$ cat src/rtl/nv_nvdla_glb_intr_csb.sv
// nv_nvdla_glb_intr_csb: CSB register slave for the global interrupt block.
// Owns ping/pong done status, mask and set registers and drives core_intr.
module nv_nvdla_glb_intr_csb #(
    parameter int          NUM_SRC = 8,
    parameter logic [31:0] HW_VER  = 32'h0001_0000
) (
    input  logic               nvdla_core_clk,
    input  logic               nvdla_core_rstn,
    input  logic               csb2glb_req_pvld,
    output logic               csb2glb_req_prdy,
    input  logic [62:0]        csb2glb_req_pd,
    output logic               glb2csb_resp_valid,
    input  logic               glb2csb_resp_ready,
    output logic [33:0]        glb2csb_resp_pd,
    input  logic [NUM_SRC-1:0] done_status0,
    input  logic [NUM_SRC-1:0] done_status1,
    output logic [NUM_SRC-1:0] done_mask0,
    output logic [NUM_SRC-1:0] done_mask1,
    output logic               core_intr
);

    function automatic logic [31:0] src_bits();
        logic [31:0] v;
        v = '0;
        for (int i = 0; i < NUM_SRC; i++) begin
            v[i]    = 1'b1;
            v[16+i] = 1'b1;
        end
        return v;
    endfunction

    localparam logic [31:0] VALID_BITS = src_bits();

    logic        req_vld_q;
    logic [9:0]  req_addr_q;
    logic [31:0] req_wdat_q;
    logic        req_write_q;
    logic        req_nposted_q;

    logic [31:0] intr_mask;
    logic [31:0] intr_status;
    logic [15:0] intr_cnt;

    logic        stall;
    logic        exec;
    logic        accept;
    logic        sel_ver;
    logic        sel_mask;
    logic        sel_set;
    logic        sel_stat;
    logic        sel_cnt;
    logic        hit;
    logic        wr_en;
    logic        mask_wr;
    logic        set_wr;
    logic        w1c_wr;
    logic        cnt_clr;
    logic        resp_load;
    logic [31:0] rdata;
    logic [31:0] done_vec;
    logic [31:0] set_vec;
    logic [31:0] clr_vec;
    logic [31:0] status_nxt;
    logic [31:0] mask_nxt;
    logic        intr_nxt;
    logic        intr_rise;
    logic [15:0] cnt_nxt;

    // Byte enables, level and upper address bits carry no meaning here.
    logic unused_req_bits;
    assign unused_req_bits = ^{csb2glb_req_pd[62:56], csb2glb_req_pd[21:10]};

    assign stall            = glb2csb_resp_valid & ~glb2csb_resp_ready;
    assign exec             = req_vld_q & ~stall;
    assign csb2glb_req_prdy = ~req_vld_q | ~stall;
    assign accept           = csb2glb_req_pvld & csb2glb_req_prdy;

    assign sel_ver  = req_addr_q == 10'd0;
    assign sel_mask = req_addr_q == 10'd1;
    assign sel_set  = req_addr_q == 10'd2;
    assign sel_stat = req_addr_q == 10'd3;
    assign sel_cnt  = req_addr_q == 10'd4;
    assign hit      = sel_ver | sel_mask | sel_set | sel_stat | sel_cnt;

    assign wr_en     = exec & req_write_q;
    assign mask_wr   = wr_en & sel_mask;
    assign set_wr    = wr_en & sel_set;
    assign w1c_wr    = wr_en & sel_stat;
    assign cnt_clr   = wr_en & sel_cnt;
    assign resp_load = exec & (~req_write_q | req_nposted_q);

    always_comb begin
        rdata = '0;
        unique case (1'b1)
            sel_ver:  rdata = HW_VER;
            sel_mask: rdata = intr_mask;
            sel_stat: rdata = intr_status;
            sel_cnt:  rdata = {16'h0, intr_cnt};
            default:  rdata = '0;
        endcase
    end

    always_comb begin
        done_vec                 = '0;
        done_vec[NUM_SRC-1:0]    = done_status0;
        done_vec[16 +: NUM_SRC]  = done_status1;
    end

    // Clearing first lets a same-cycle done pulse or set win over W1C.
    assign set_vec    = set_wr ? req_wdat_q : '0;
    assign clr_vec    = w1c_wr ? req_wdat_q : '0;
    assign status_nxt = ((intr_status & ~clr_vec) | done_vec | set_vec)
                        & VALID_BITS;
    assign mask_nxt   = mask_wr ? (req_wdat_q & VALID_BITS) : intr_mask;
    assign intr_nxt   = |(status_nxt & ~mask_nxt);
    assign intr_rise  = intr_nxt & ~core_intr;

    always_comb begin
        cnt_nxt = intr_cnt;
        if (cnt_clr) begin
            cnt_nxt = '0;
        end else if (intr_rise && intr_cnt != 16'hFFFF) begin
            cnt_nxt = intr_cnt + 16'd1;
        end
    end

    always_ff @(posedge nvdla_core_clk or negedge nvdla_core_rstn) begin
        if (!nvdla_core_rstn) begin
            req_vld_q     <= 1'b0;
            req_addr_q    <= '0;
            req_wdat_q    <= '0;
            req_write_q   <= 1'b0;
            req_nposted_q <= 1'b0;
        end else if (accept) begin
            req_vld_q     <= 1'b1;
            req_addr_q    <= csb2glb_req_pd[9:0];
            req_wdat_q    <= csb2glb_req_pd[53:22];
            req_write_q   <= csb2glb_req_pd[54];
            req_nposted_q <= csb2glb_req_pd[55];
        end else if (exec) begin
            req_vld_q     <= 1'b0;
        end
    end

    always_ff @(posedge nvdla_core_clk or negedge nvdla_core_rstn) begin
        if (!nvdla_core_rstn) begin
            glb2csb_resp_valid <= 1'b0;
            glb2csb_resp_pd    <= '0;
        end else if (resp_load) begin
            glb2csb_resp_valid <= 1'b1;
            glb2csb_resp_pd    <= {req_write_q, ~hit,
                                   req_write_q ? 32'h0 : rdata};
        end else if (glb2csb_resp_ready) begin
            glb2csb_resp_valid <= 1'b0;
        end
    end

    always_ff @(posedge nvdla_core_clk or negedge nvdla_core_rstn) begin
        if (!nvdla_core_rstn) begin
            intr_mask   <= '0;
            intr_status <= '0;
            intr_cnt    <= '0;
            core_intr   <= 1'b0;
        end else begin
            intr_mask   <= mask_nxt;
            intr_status <= status_nxt;
            intr_cnt    <= cnt_nxt;
            core_intr   <= intr_nxt;
        end
    end

    assign done_mask0 = intr_mask[NUM_SRC-1:0];
    assign done_mask1 = intr_mask[16 +: NUM_SRC];

endmodule
$ cat config.mk
export PLATFORM = sky130hd
export DESIGN_NAME = nv_nvdla_glb_intr_csb
export DESIGN_NICKNAME = d
export VERILOG_FILES = /design/src/rtl/nv_nvdla_glb_intr_csb.sv
export SDC_FILE = /design/constraint.sdc
export NUM_CORES = 1
export LEC_CHECK = 0
export BUFFER_PORTS_ARGS = -buffer_cell sky130_fd_sc_hd__buf_2
export CORE_AREA = 2 2 106 108
export CTS_BUF_LIST = sky130_fd_sc_hd__clkbuf_8
export CTS_CLUSTER_SIZE = 24
export DETAILED_ROUTE_END_ITERATION = 8
export DIE_AREA = 0 0 108 110
export HOLD_SLACK_MARGIN = 0.03
export PLACE_DENSITY_LB_ADDON = 0.25
export SYNTH_ARGS = -nofsm -noshare
export SYNTH_HDL_FRONTEND = slang
export SYNTH_SLANG_ARGS = --single-unit
$ cat constraint.sdc
create_clock -name nvdla_core_clk -period 6.4 [get_ports nvdla_core_clk]
set_input_delay 0.64 -clock nvdla_core_clk [delete_from_list [all_inputs] [get_ports nvdla_core_clk]]
set_output_delay 0.64 -clock nvdla_core_clk [all_outputs]
set_load 0.05 [all_outputs]
==> results of run 1 <==
[flip-flops by register name, summed over array words and instances, names as in the netlist]
| name | count |
|---|---|
| core_intr | 1 |
| glb2csb_resp_pd | 34 |
| glb2csb_resp_valid | 1 |
| intr_cnt | 16 |
| intr_mask | 32 |
| intr_status | 16 |
| req_addr_q | 10 |
| req_nposted_q | 1 |
| req_vld_q | 1 |
| req_wdat_q | 16 |
| req_write_q | 1 |
[final timing paths]
path | end | slack, ns | start | depth (start not counted)
min in group nvdla_core_clk | req_vld_q | 0.40 | csb2glb_req_pvld | 2
setup reg to reg | intr_cnt[8] | 1.89 | req_addr_q[7] | 10
max in group asynchronous | intr_mask[4] | 4.83 | nvdla_core_rstn | 2
hold reg to reg | glb2csb_resp_pd[10] | 0.47 | glb2csb_resp_pd[10] | 2
hold / removal | glb2csb_resp_pd[29] | 0.37 | nvdla_core_rstn | 1
setup / recovery | intr_cnt[8] | 1.89 | req_addr_q[7] | 10
[kinds of logic after synthesis]
family,share of synthesized area [%]
flops,56.28
xor+xnor,0.6109
buf+inv,6.392
mux,8.464
compound gates,14.75
fa+ha+maj,0.2181
simple gates,13.29
[final cells by class]
cell class	instances	area, µm²	share of cell area, %
clock inverter	13	185.2	2.812
inverter	18	67.56	1.026
sequential	129	3228	49.02
tap	140	175.2	2.660
clock buffer	18	247.7	3.762
timing repair buffer	105	540.5	8.208
multi-input combinational	307	2141	32.51
[layout by cell type, fill, tap and decap left out, drive strengths merged, types with 11 or more instances in the layout]
master  instances
buf           105
nand4          21
dfrtp         129
mux2i          17
a22oi          31
and3           11
a221o          16
nor2           15
clkbuf         18
mux2           28
o21ai          27
inv            20
nor2b          17
a22o           12
nand2          47
[power by group]
part           internal [µW]  total [µW]  leakage [µW]  switching, µW
Clock                    433         759      0.000215            325
Sequential               851         887       0.00164           35.7
Combinational           56.4         163       0.00127            107
Total                   1340        1810       0.00312            468
[stage by stage]
stage,hold WS (ns),setup WS (ns)
after floorplan,0.3444,3.585
after global placement,0.4573,1.838
after detailed placement,0.4661,1.746
after CTS,0.3872,1.903
after global routing,0.4066,1.581
final,0.3691,1.887
[worst max-delay path, stage by stage (launching register included)]
cell and delay [ns]:
dfrtp_1 0.39, or4_4 0.57, nor2_4 0.49, and4b_1 1.06, buf_4 0.36, mux2i_1 0.40
a22oi_1 0.18, nand4_1 0.17, o21ai_2 0.19, or4_1 0.54, nand2_1 0.08
[routing by layer]
| metal | vias up | track usage [%] | wire [µm] |
|---|---|---|---|
| li1 | 1976 | - | - |
| met1 | 2189 | 31.99 | 5879 |
| met2 | 158 | 39.26 | 6442 |
| met3 | 27 | 6.349 | 891 |
| met4 | 0 | 9.432 | 271 |
| met5 | - | 0 | 0 |
==> metrics.log, run 1 <==
INFO  metric outcome = finished clean
INFO  metric grt_max_degree = between 80 and 90
INFO  metric placed_standard_cell_area = around 6200 µm²
INFO  metric seq_area_frac_synth = between 50% and 60%
INFO  metric cts_resized = 0
INFO  metric timing.final.max_slew_violations = 0
INFO  metric cts_tree = built
INFO  metric cts_hold_buf = 0
INFO  metric worst_setup_path_start_kind = flop
INFO  metric die_area = roughly 12,000 µm²
INFO  metric portBuffers = 100
INFO  metric root_buffer = clkbuf_8
INFO  metric die_width = approximately 110 µm
INFO  metric final_layout_size_suffix_gt1_share = between 20 and 30%
INFO  metric dr.pass1.iters = 5
INFO  metric synth_largest_area_cell = dfrtp_1
INFO  metric synthTopCellsByCount = dfrtp_1, nand2_1, a22oi_1
INFO  metric synth_edf_count = 0
INFO  metric initialDrtViolationCount = 311
INFO  metric ant_nets = 0
INFO  metric num_vias = 4,350
INFO  metric grt_pass1_wl = 22,050 µm
INFO  metric antenna_cells_inserted = 0
INFO  metric floorplan.io_pins = between 100 and 150
INFO  metric layout.cells.non_filler = between 700 and 800
INFO  metric post_drt_via_cell_ratio = about 6.0
INFO  metric dp.final_hpwl = approximately 9100 µm
INFO  metric gpl.final_weighted_congestion = 0.8593
INFO  metric yosys.cell_types.count = 43
INFO  metric drt-wirelength-per-cell = between 15 and 20 µm
INFO  metric worst_setup_hold_path_clk_slew = roughly 0.080 ns
INFO  metric detail_route.drc_violations = 0
INFO  metric clkSinkCount = ~130
INFO  metric count_of_mapped_cells_out_of_synthesis = approximately 500
INFO  metric dpl.cell_count = ~700
INFO  metric dieHeight = ~110 µm
INFO  metric postSynth.asyncResetShare = 100.0%
INFO  metric numCtsBuffers = 17
INFO  metric yosys_warnings = 0
INFO  metric fp-row-count = 38
INFO  metric filler_cell_count = 911
INFO  metric cp.arrival = 4.89 ns
INFO  metric critPathKind = reg2reg
INFO  metric worstSetupEndpointType = flop
INFO  metric flow.area_growth_from_synthesis = 14.81%
INFO  metric starting_density_of_the_core = between 50% and 60%
INFO  metric synth.net_count = 586
INFO  metric power.ir.vdd_worst = 138.0 µV
INFO  metric synthDominantCellAreaShare = around 56%
INFO  metric hold_viol = 0
INFO  metric clk-insertion-delay-late = 0.45 ns
INFO  metric syn_area = roughly 5700 µm²
INFO  metric gr-usage-all-layers = approximately 24%
INFO  metric core-area = 10,700 µm²
INFO  metric final.period_utilization = 70.52%
INFO  metric cts-root-to-sink-buffers = 2
INFO  metric final_core_utilization = 61.56%
INFO  metric setup_viol_count_final = 0
INFO  metric maxCapViolCount = 0
INFO  metric crit_required = between 6 and 7 ns
INFO  metric type_of_the_tightest_min_delay_check = in2async
INFO  metric skew = around 0.011 ns
INFO  metric max-slew-margin-rel = between 20% and 30%
INFO  metric antenna_found_initial = 0
INFO  metric grt_pass1_vias = approximately 4,400
INFO  metric finalPower = approximately 1800 µW
INFO  metric max_slew.worst_pin.slew = ~1.1 ns
INFO  metric globalRouteOverflowTotal = 0
INFO  metric layout_min_cycle_time = between 4 and 5 ns
INFO  metric detail_route.wirelength = 13,490 µm
INFO  metric postSynthRegisterBits = around 130
INFO  metric htree_num_levels = 4
INFO  metric post_cts_buffers = 0
INFO  metric max_freq = 221.6 MHz
INFO  metric final_design_area_no_fill = ~6600 µm²
INFO  metric synthTopCellsByArea = dfrtp_1, mux2_2, a22oi_1
INFO  metric grt_setup_unrepaired = false
INFO  metric setup_total_negative_slack = 0 ns
INFO  metric power_density_over_cell_area = 274.7 nW/µm²
INFO  metric final_nets = between 600 and 700
INFO  metric static-leakage-power = 0.003122 µW
INFO  metric syn_area_per_cell = ~11 µm²
INFO  metric ys_dominant_reg_cell = dfrtp_1
INFO  metric critical_path_fanout_max = 23
INFO  metric yosys.cell_count.top_type = dfrtp_1
Note: power is estimated with default switching activity, not from simulation.
==> run 2, diff against run 1 <==
Clock period 6.4 ns to 4.2 ns, I/O delays scaled along.
==> run 2 against run 1 <==
Compared with the run above:
- final area is 1.4% higher
- power is 58% higher
- critical path depth increased by 1
- clock-buffer cell count is 2 higher
- first-iteration DRC count is 15% lower
- clock skew down 0.0021 ns
- core utilization up 0.87 points
- largest power group unchanged
==> metrics.log, run 2 (synthesized netlist as in run 1, its figures left out) <==
INFO  metric timing.final.max_slew_violations = 0 (unchanged)
INFO  metric dp.final_hpwl = 9071 µm (was 9081 µm)
INFO  metric critical_path_fanout_max = 25 (was 23)
INFO  metric filler_cell_count = 888 (was 911)
INFO  metric antenna_found_initial = 0 (unchanged)
INFO  metric grt_max_degree = 80 (was 84)
INFO  metric max_slew.worst_pin.slew = 0.9738 ns (was 1.146 ns)
INFO  metric dpl.cell_count = 705 (was 699)
INFO  metric clkSinkCount = 129 (unchanged)
INFO  metric critical_path.startpoint = req_addr_q[7] (unchanged)
INFO  metric numCtsBuffers = 17 (unchanged)
INFO  metric max_freq = 282.7 MHz (was 221.6 MHz)
INFO  metric ant_nets = 0 (unchanged)
INFO  metric critical_path.slowest_cell = or4_4 (was and4b_1)
INFO  metric crit_required = 4.57 ns (was 6.78 ns)
INFO  metric top_register = glb2csb_resp_pd (unchanged)
INFO  metric max-slew-margin-rel = 35.08% (was 23.53%)
INFO  metric final_nets = 668 (was 662)
INFO  metric worstPathCellList = or4_4, nor2_4, buf_4, and4b_1, buf_4, mux2i_1, a22oi_1, nand4_1, o21ai_2, or4_1, nand2_1 (was or4_4, nor2_4, and4b_1, buf_4, mux2i_1, a22oi_1, nand4_1, o21ai_2, or4_1, nand2_1)
INFO  metric grt_pass1_wl = 22,050 µm (unchanged)
INFO  metric worstSetupEndpointType = flop (unchanged)
INFO  metric largest_register_ffs = 34 (unchanged)
INFO  metric setup_viol_count_final = 0 (unchanged)
INFO  metric die_width = 108 µm (unchanged)
INFO  metric cts-root-to-sink-buffers = 2 (unchanged)
INFO  metric globalRouteOverflowTotal = 0 (unchanged)
INFO  metric initialDrtViolationCount = 265 (was 311)
INFO  metric maxCapViolCount = 0 (unchanged)
INFO  metric worst_path_largest_cell_delay = 0.57 ns (was 1.06 ns)
INFO  metric most-common-layout-cells = dfrtp_1, buf_2, nand2_1, a22oi_1, mux2_2 (unchanged)
INFO  metric post_drt_via_cell_ratio = 5.917 (was 5.959)
INFO  metric regToRegEndpoint = intr_cnt[8] (unchanged)
INFO  metric core-area = 10,700 µm² (unchanged)
INFO  metric final.period_utilization = 84.22% (was 70.52%)
INFO  metric htree_num_levels = 4 (unchanged)
INFO  metric type_of_the_tightest_min_delay_check = in2async (unchanged)
INFO  metric critPathBufInv = 2 (was 1)
INFO  metric skew = 0.008632 ns (was 0.01073 ns)
INFO  metric worstSetupEndpoint = intr_cnt[8] (unchanged)
INFO  metric drt-wirelength-per-cell = 18.49 µm (was 18.47 µm)
INFO  metric critical-path-top-cell-by-count = buf_4
INFO  metric power.ir.vdd_worst = 223.2 µV (was 138.0 µV)
INFO  metric detail_route.wirelength = 13,630 µm (was 13,490 µm)
INFO  metric root_buffer = clkbuf_8 (unchanged)
INFO  metric final_design_area_no_fill = 6678 µm² (was 6585 µm²)
INFO  metric path_depth_of_the_worst_reg2reg_path = 11 (was 10)
INFO  metric num_vias = 4,361 (was 4,350)
INFO  metric power_density_over_cell_area = 428.1 nW/µm² (was 274.7 nW/µm²)
INFO  metric layout.cells.non_filler = 737 (was 730)
INFO  metric static-leakage-power = 0.003174 µW (was 0.003122 µW)
INFO  metric critPathKind = reg2reg (unchanged)
INFO  metric gr-usage-all-layers = 24.41% (was 24.40%)
INFO  metric gpl.final_weighted_congestion = 0.8472 (was 0.8593)
INFO  metric largestRegisters = glb2csb_resp_pd x34, intr_mask x32 (unchanged)
INFO  metric grt_pass1_vias = 4,295 (was 4,366)
INFO  metric dr.pass1.iters = 5 (unchanged)
INFO  metric layout_min_cycle_time = 3.537 ns (was 4.513 ns)
INFO  metric final_layout_size_suffix_gt1_share = 29.82% (was 28.98%)
INFO  metric r2r_slack = 0.66 ns (was 1.89 ns)
INFO  metric cp.arrival = 3.91 ns (was 4.89 ns)
INFO  metric portBuffers = 100 (unchanged)
INFO  metric worst_setup_path_start_kind = flop (unchanged)
INFO  metric timing.critical_path.depth = 11 (was 10)
INFO  metric timing.rr.start = req_addr_q[7] (unchanged)
INFO  metric cts_tree = built (unchanged)
INFO  metric flow.area_growth_from_synthesis = 16.43% (was 14.81%)
INFO  metric starting_density_of_the_core = 53.61% (unchanged)
INFO  metric cts_hold_buf = 0 (unchanged)
INFO  metric outcome = finished clean (unchanged)
INFO  metric grt_setup_unrepaired = false (unchanged)
INFO  metric worst_setup_hold_path_clk_slew = 0.08 ns (about the same)
INFO  metric detail_route.drc_violations = 0 (unchanged)
INFO  metric placed_standard_cell_area = 6197 µm² (was 6152 µm²)
INFO  metric post_cts_buffers = 0 (unchanged)
INFO  metric clk-insertion-delay-late = 0.44 ns (was 0.45 ns)
INFO  metric cts_resized = 0 (unchanged)
INFO  metric die_area = 11,880 µm² (unchanged)
INFO  metric critical-path-top-delay-family = simple AND/OR/NAND/NOR gates (unchanged)
INFO  metric commonest_non_fill_non_tap_cell_in_the_layout = dfrtp_1 (unchanged)
INFO  metric antenna_cells_inserted = 0 (unchanged)
INFO  metric hold_viol = 0 (unchanged)
INFO  metric fp-row-count = 38 (unchanged)
INFO  metric floorplan.io_pins = 136 (unchanged)
INFO  metric final.hold.worst_slack = 0.1367 ns (was 0.3691 ns)
INFO  metric dieHeight = 110 µm (unchanged)
INFO  metric setup_total_negative_slack = 0 ns (unchanged)
[run 2: cell count changes in the layout (fill, tap and decap cells not counted)]
| cell | delta |
|---|---|
| buf_4 | +6 |
| bufinv_16 | +1 |
| clkbuf_8 | +2 |
| clkinv_2 | -2 |
| clkinv_4 | +2 |
| inv_6 | -2 |
[run 2: report_power, final]
group          switching, µW  total [µW]  internal (µW)
registers               56.1        1350           1300
clock network            499        1260            757
logic                    161         250           88.4
total                    716        2860           2140
[run 2: worst min-delay path by stage]
| stage | from | endpoint | slack, ns | depth (start not counted) |
|---|---|---|---|---|
| final | nvdla_core_rstn | glb2csb_resp_pd[25] | 0.14 | 1 |
| after CTS | nvdla_core_rstn | glb2csb_resp_pd[14] | 0.17 | 1 |
| after detailed placement | glb2csb_resp_pd[14] | glb2csb_resp_pd[14] | 0.47 | 2 |
| after global placement | glb2csb_resp_pd[10] | glb2csb_resp_pd[10] | 0.46 | 2 |
| after global routing | csb2glb_req_pvld | req_vld_q | 0.19 | 2 |
| after floorplan | nvdla_core_rstn | core_intr | 0.12 | 0 |
[run 2: final cells by class]
type	count	area, µm²	share of cell area [%]
Tap cell	140	175.2	2.623
Inverter	18	67.56	1.012
Multi-Input combinational cell	307	2141	32.06
Sequential cell	129	3228	48.34
Timing Repair Buffer	111	585.6	8.769
Clock buffer	20	275.3	4.122
Clock inverter	12	205.2	3.073
[run 2: per-layer routing]
metal / routed length [µm] / vias to the layer above / global-route usage (%)
met5: 0 / - / 0
met4: 223 / 0 / 9.615
met3: 915 / 21 / 5.879
met2: 6595 / 164 / 38.36
met1: 5895 / 2173 / 33.03
li1: - / 2003 / -
[run 2: per-stage QoR]
stage	worst slack, ns	total power (µW)	utilization (%)
after global placement	0.7694	1617	57.93
after global routing	0.4540	2961	62.42
after detailed placement	0.7210	1628	57.93
after CTS	0.6859	2878	62.42
final	0.6628	2859	62.42
after floorplan	1.397	1527	-
==> run 3, diff against run 2 <==
Clock period 4.2 ns to 3.5 ns, I/O delays scaled along.
==> run 3 against run 2 <==
Compared with the run above:
- combinational power is 23% higher
- largest power group unchanged
- routed wire length is 1.5% higher
- highest routed layer unchanged
- die area stayed put
==> metrics.log, run 3 (synthesized netlist as in run 1, its figures left out) <==
INFO  metric outcome = finished clean (unchanged)
INFO  metric gr-usage-all-layers = 24.82% (was 24.41%)
INFO  metric initialDrtViolationCount = 297 (was 265)
INFO  metric floorplan.io_pins = 136 (unchanged)
INFO  metric max-slew-margin-rel = 33.46% (was 35.08%)
INFO  metric setup_total_negative_slack = 0 ns (unchanged)
INFO  metric portBuffers = 100 (unchanged)
INFO  metric num_vias = 4,403 (was 4,361)
INFO  metric switching_share = 27.44% (was 25.05%)
INFO  metric post_cts_buffers = 0 (unchanged)
INFO  metric grt_max_degree = 79 (was 80)
INFO  metric dieHeight = 110 µm (unchanged)
INFO  metric worst_setup_path_start_kind = flop (unchanged)
INFO  metric worstSetupEndpoint = intr_cnt[7] (was intr_cnt[8])
INFO  metric crit_required = 3.87 ns (was 4.57 ns)
INFO  metric grt_setup_unrepaired = false (unchanged)
INFO  metric worstSetupEndpointType = flop (unchanged)
INFO  metric clkSinkCount = 129 (unchanged)
INFO  metric drt-wirelength-per-cell = 18.74 µm (was 18.49 µm)
INFO  metric share_comb_of_total_power = 9.9% (was 8.7%)
INFO  metric power.sequential.fraction = 52.1% (was 47.3%)
INFO  metric globalRouteOverflowTotal = 0 (unchanged)
INFO  metric r2r_slack = 0.26 ns (was 0.66 ns)
INFO  metric post_drt_via_cell_ratio = 5.966 (was 5.917)
INFO  metric detail_route.drc_violations = 0 (unchanged)
INFO  metric static-leakage-power = 0.003137 µW (was 0.003174 µW)
INFO  metric final_layout_size_suffix_gt1_share = 30.27% (was 29.82%)
INFO  metric skew = 0.01112 ns (was 0.008632 ns)
INFO  metric power.internal = 2262 µW (was 2142 µW)
INFO  metric timing.rr.start = req_addr_q[7] (unchanged)
INFO  metric numCtsBuffers = 17 (unchanged)
INFO  metric commonest_non_fill_non_tap_cell_in_the_layout = dfrtp_1 (unchanged)
INFO  metric placed_standard_cell_area = 6242 µm² (was 6197 µm²)
INFO  metric largest_register_ffs = 34 (unchanged)
INFO  metric top_register = glb2csb_resp_pd (unchanged)
INFO  metric cts_hold_buf = 0 (unchanged)
INFO  metric critPathKind = reg2reg (unchanged)
INFO  metric antenna_found_initial = 0 (unchanged)
INFO  metric cts_resized = 0 (unchanged)
INFO  metric dr.pass1.iters = 7 (was 5)
INFO  metric final_nets = 669 (was 668)
INFO  metric cts_tree = built (unchanged)
INFO  metric starting_density_of_the_core = 53.61% (unchanged)
INFO  metric setup_viol_count_final = 0 (unchanged)
INFO  metric root_buffer = clkbuf_8 (unchanged)
INFO  metric critical_path_fanout_max = 24 (was 25)
INFO  metric largestRegisters = glb2csb_resp_pd x34, intr_mask x32 (unchanged)
INFO  metric cts-root-to-sink-buffers = 2 (unchanged)
INFO  metric most-common-layout-cells = dfrtp_1, buf_2, nand2_1, a22oi_1, mux2_2 (unchanged)
INFO  metric power_density_over_cell_area = 470.3 nW/µm² (was 428.1 nW/µm²)
INFO  metric die_area = 11,880 µm² (unchanged)
INFO  metric worst_setup_hold_path_clk_slew = 0.08 ns (about the same)
INFO  metric fp-row-count = 38 (unchanged)
INFO  metric antenna_cells_inserted = 0 (unchanged)
INFO  metric max_slew.worst_pin.slew = 0.9981 ns (was 0.9738 ns)
INFO  metric critical_path.startpoint = req_addr_q[7] (unchanged)
INFO  metric layout_min_cycle_time = 3.242 ns (was 3.537 ns)
INFO  metric max_freq = 308.5 MHz (was 282.7 MHz)
INFO  metric detail_route.wirelength = 13,830 µm (was 13,630 µm)
INFO  metric pwr-share-clk = 38.0% (was 43.9%)
INFO  metric type_of_the_tightest_min_delay_check = in2async (unchanged)
INFO  metric maxCapViolCount = 0 (unchanged)
INFO  metric dp.final_hpwl = 9381 µm (was 9071 µm)
INFO  metric gpl.final_weighted_congestion = 0.8412 (was 0.8472)
INFO  metric grt_pass1_vias = 4,414 (was 4,295)
INFO  metric final.period_utilization = 92.62% (was 84.22%)
INFO  metric timing.final.max_slew_violations = 0 (unchanged)
INFO  metric core-area = 10,700 µm² (unchanged)
INFO  metric htree_num_levels = 4 (unchanged)
INFO  metric cp.arrival = 3.61 ns (was 3.91 ns)
INFO  metric path_depth_of_the_worst_reg2reg_path = 10 (was 11)
INFO  metric regToRegEndpoint = intr_cnt[7] (was intr_cnt[8])
INFO  metric die_width = 108 µm (unchanged)
INFO  metric grt_pass1_wl = 22,430 µm (was 22,050 µm)
INFO  metric final_design_area_no_fill = 6628 µm² (was 6678 µm²)
INFO  metric ant_nets = 0 (unchanged)
INFO  metric flow.area_growth_from_synthesis = 15.55% (was 16.43%)
INFO  metric hold_viol = 0 (unchanged)
INFO  metric clk-insertion-delay-late = 0.43 ns (was 0.44 ns)
INFO  metric power_spent_charging_and_discharging_nets = 855.5 µW (was 716.2 µW)
INFO  metric power.ir.vdd_worst = 275.4 µV (was 223.2 µV)
==> run 3: changes by cell type in the layout (fill, tap and decap cells not counted) <==
cell        change
mux2i_1         -3
mux2i_2         +3
clkbuf_8        -1
clkinvlp_4      +3
inv_6           +1
inv_1           +1
clkinv_4        -2
buf_12          +3
clkinv_2        +2
bufinv_16       -4
buf_4           -2
==> run 3: through the flow <==
stage               cells  power (µW)  worst slack (ns)  util (%)  hold WS, ns
floorplan             502        1832            0.6969         -      0.05441
global placement      706        1944            0.3616     58.35       0.4571
detailed placement    706        1960            0.2806     58.35       0.4650
CTS                   738        3140            0.2470     61.85      0.09387
global route          738        3247           0.05295     61.95       0.1178
finish                738        3117            0.2584     61.95      0.06495
==> run 3: worst max-delay path, stage by stage, from the launching register on <==
cell	delay, ns
dfrtp_1	0.38
or4_4	0.56
nor2_4	0.17
and4b_1	0.32
buf_12	0.23
mux2i_1	0.37
a22oi_1	0.13
nand4_1	0.16
o21ai_2	0.20
or4_1	0.53
nand2_1	0.08
==> run 3: power groups by stage <==
stage                     Sequential, µW  Clock (µW)  Combinational (µW)
after floorplan                     1660           0                 167
after global placement              1640           0                 300
after detailed placement            1650           0                 311
after CTS                           1620        1210                 312
after global routing                1630        1280                 335
final                               1620        1190                 308
==> run 3: worst min-delay path by stage <==
stage                        startpoint  slack, ns             endpoint  cells past startpoint
finish                  nvdla_core_rstn       0.06  glb2csb_resp_pd[29]                      1
global route           csb2glb_req_pvld       0.12            req_vld_q                      2
CTS                     nvdla_core_rstn       0.09  glb2csb_resp_pd[30]                      1
detailed placement  glb2csb_resp_pd[10]       0.47  glb2csb_resp_pd[10]                      2
global placement    glb2csb_resp_pd[10]       0.46  glb2csb_resp_pd[10]                      2
floorplan               nvdla_core_rstn       0.05            core_intr                      0
==> run 3: cell type report <==
type	instances	area (µm²)
inverter	18	67.56
sequential	129	3228
fill	880	4070
clock inverter	13	112.6
clock buffer	19	261.5
multi-input combinational	307	2152
tap	140	175.2
timing repair buffer	112	630.6
==> run 3: routing by layer <==
layer  vias up  wire (µm)  track usage [%]
met5         -          0                0
met2       183       6681            39.49
li1       1992          -                -
met4         0        231            8.608
met3        23        917            7.584
met1      2205       5997            32.64
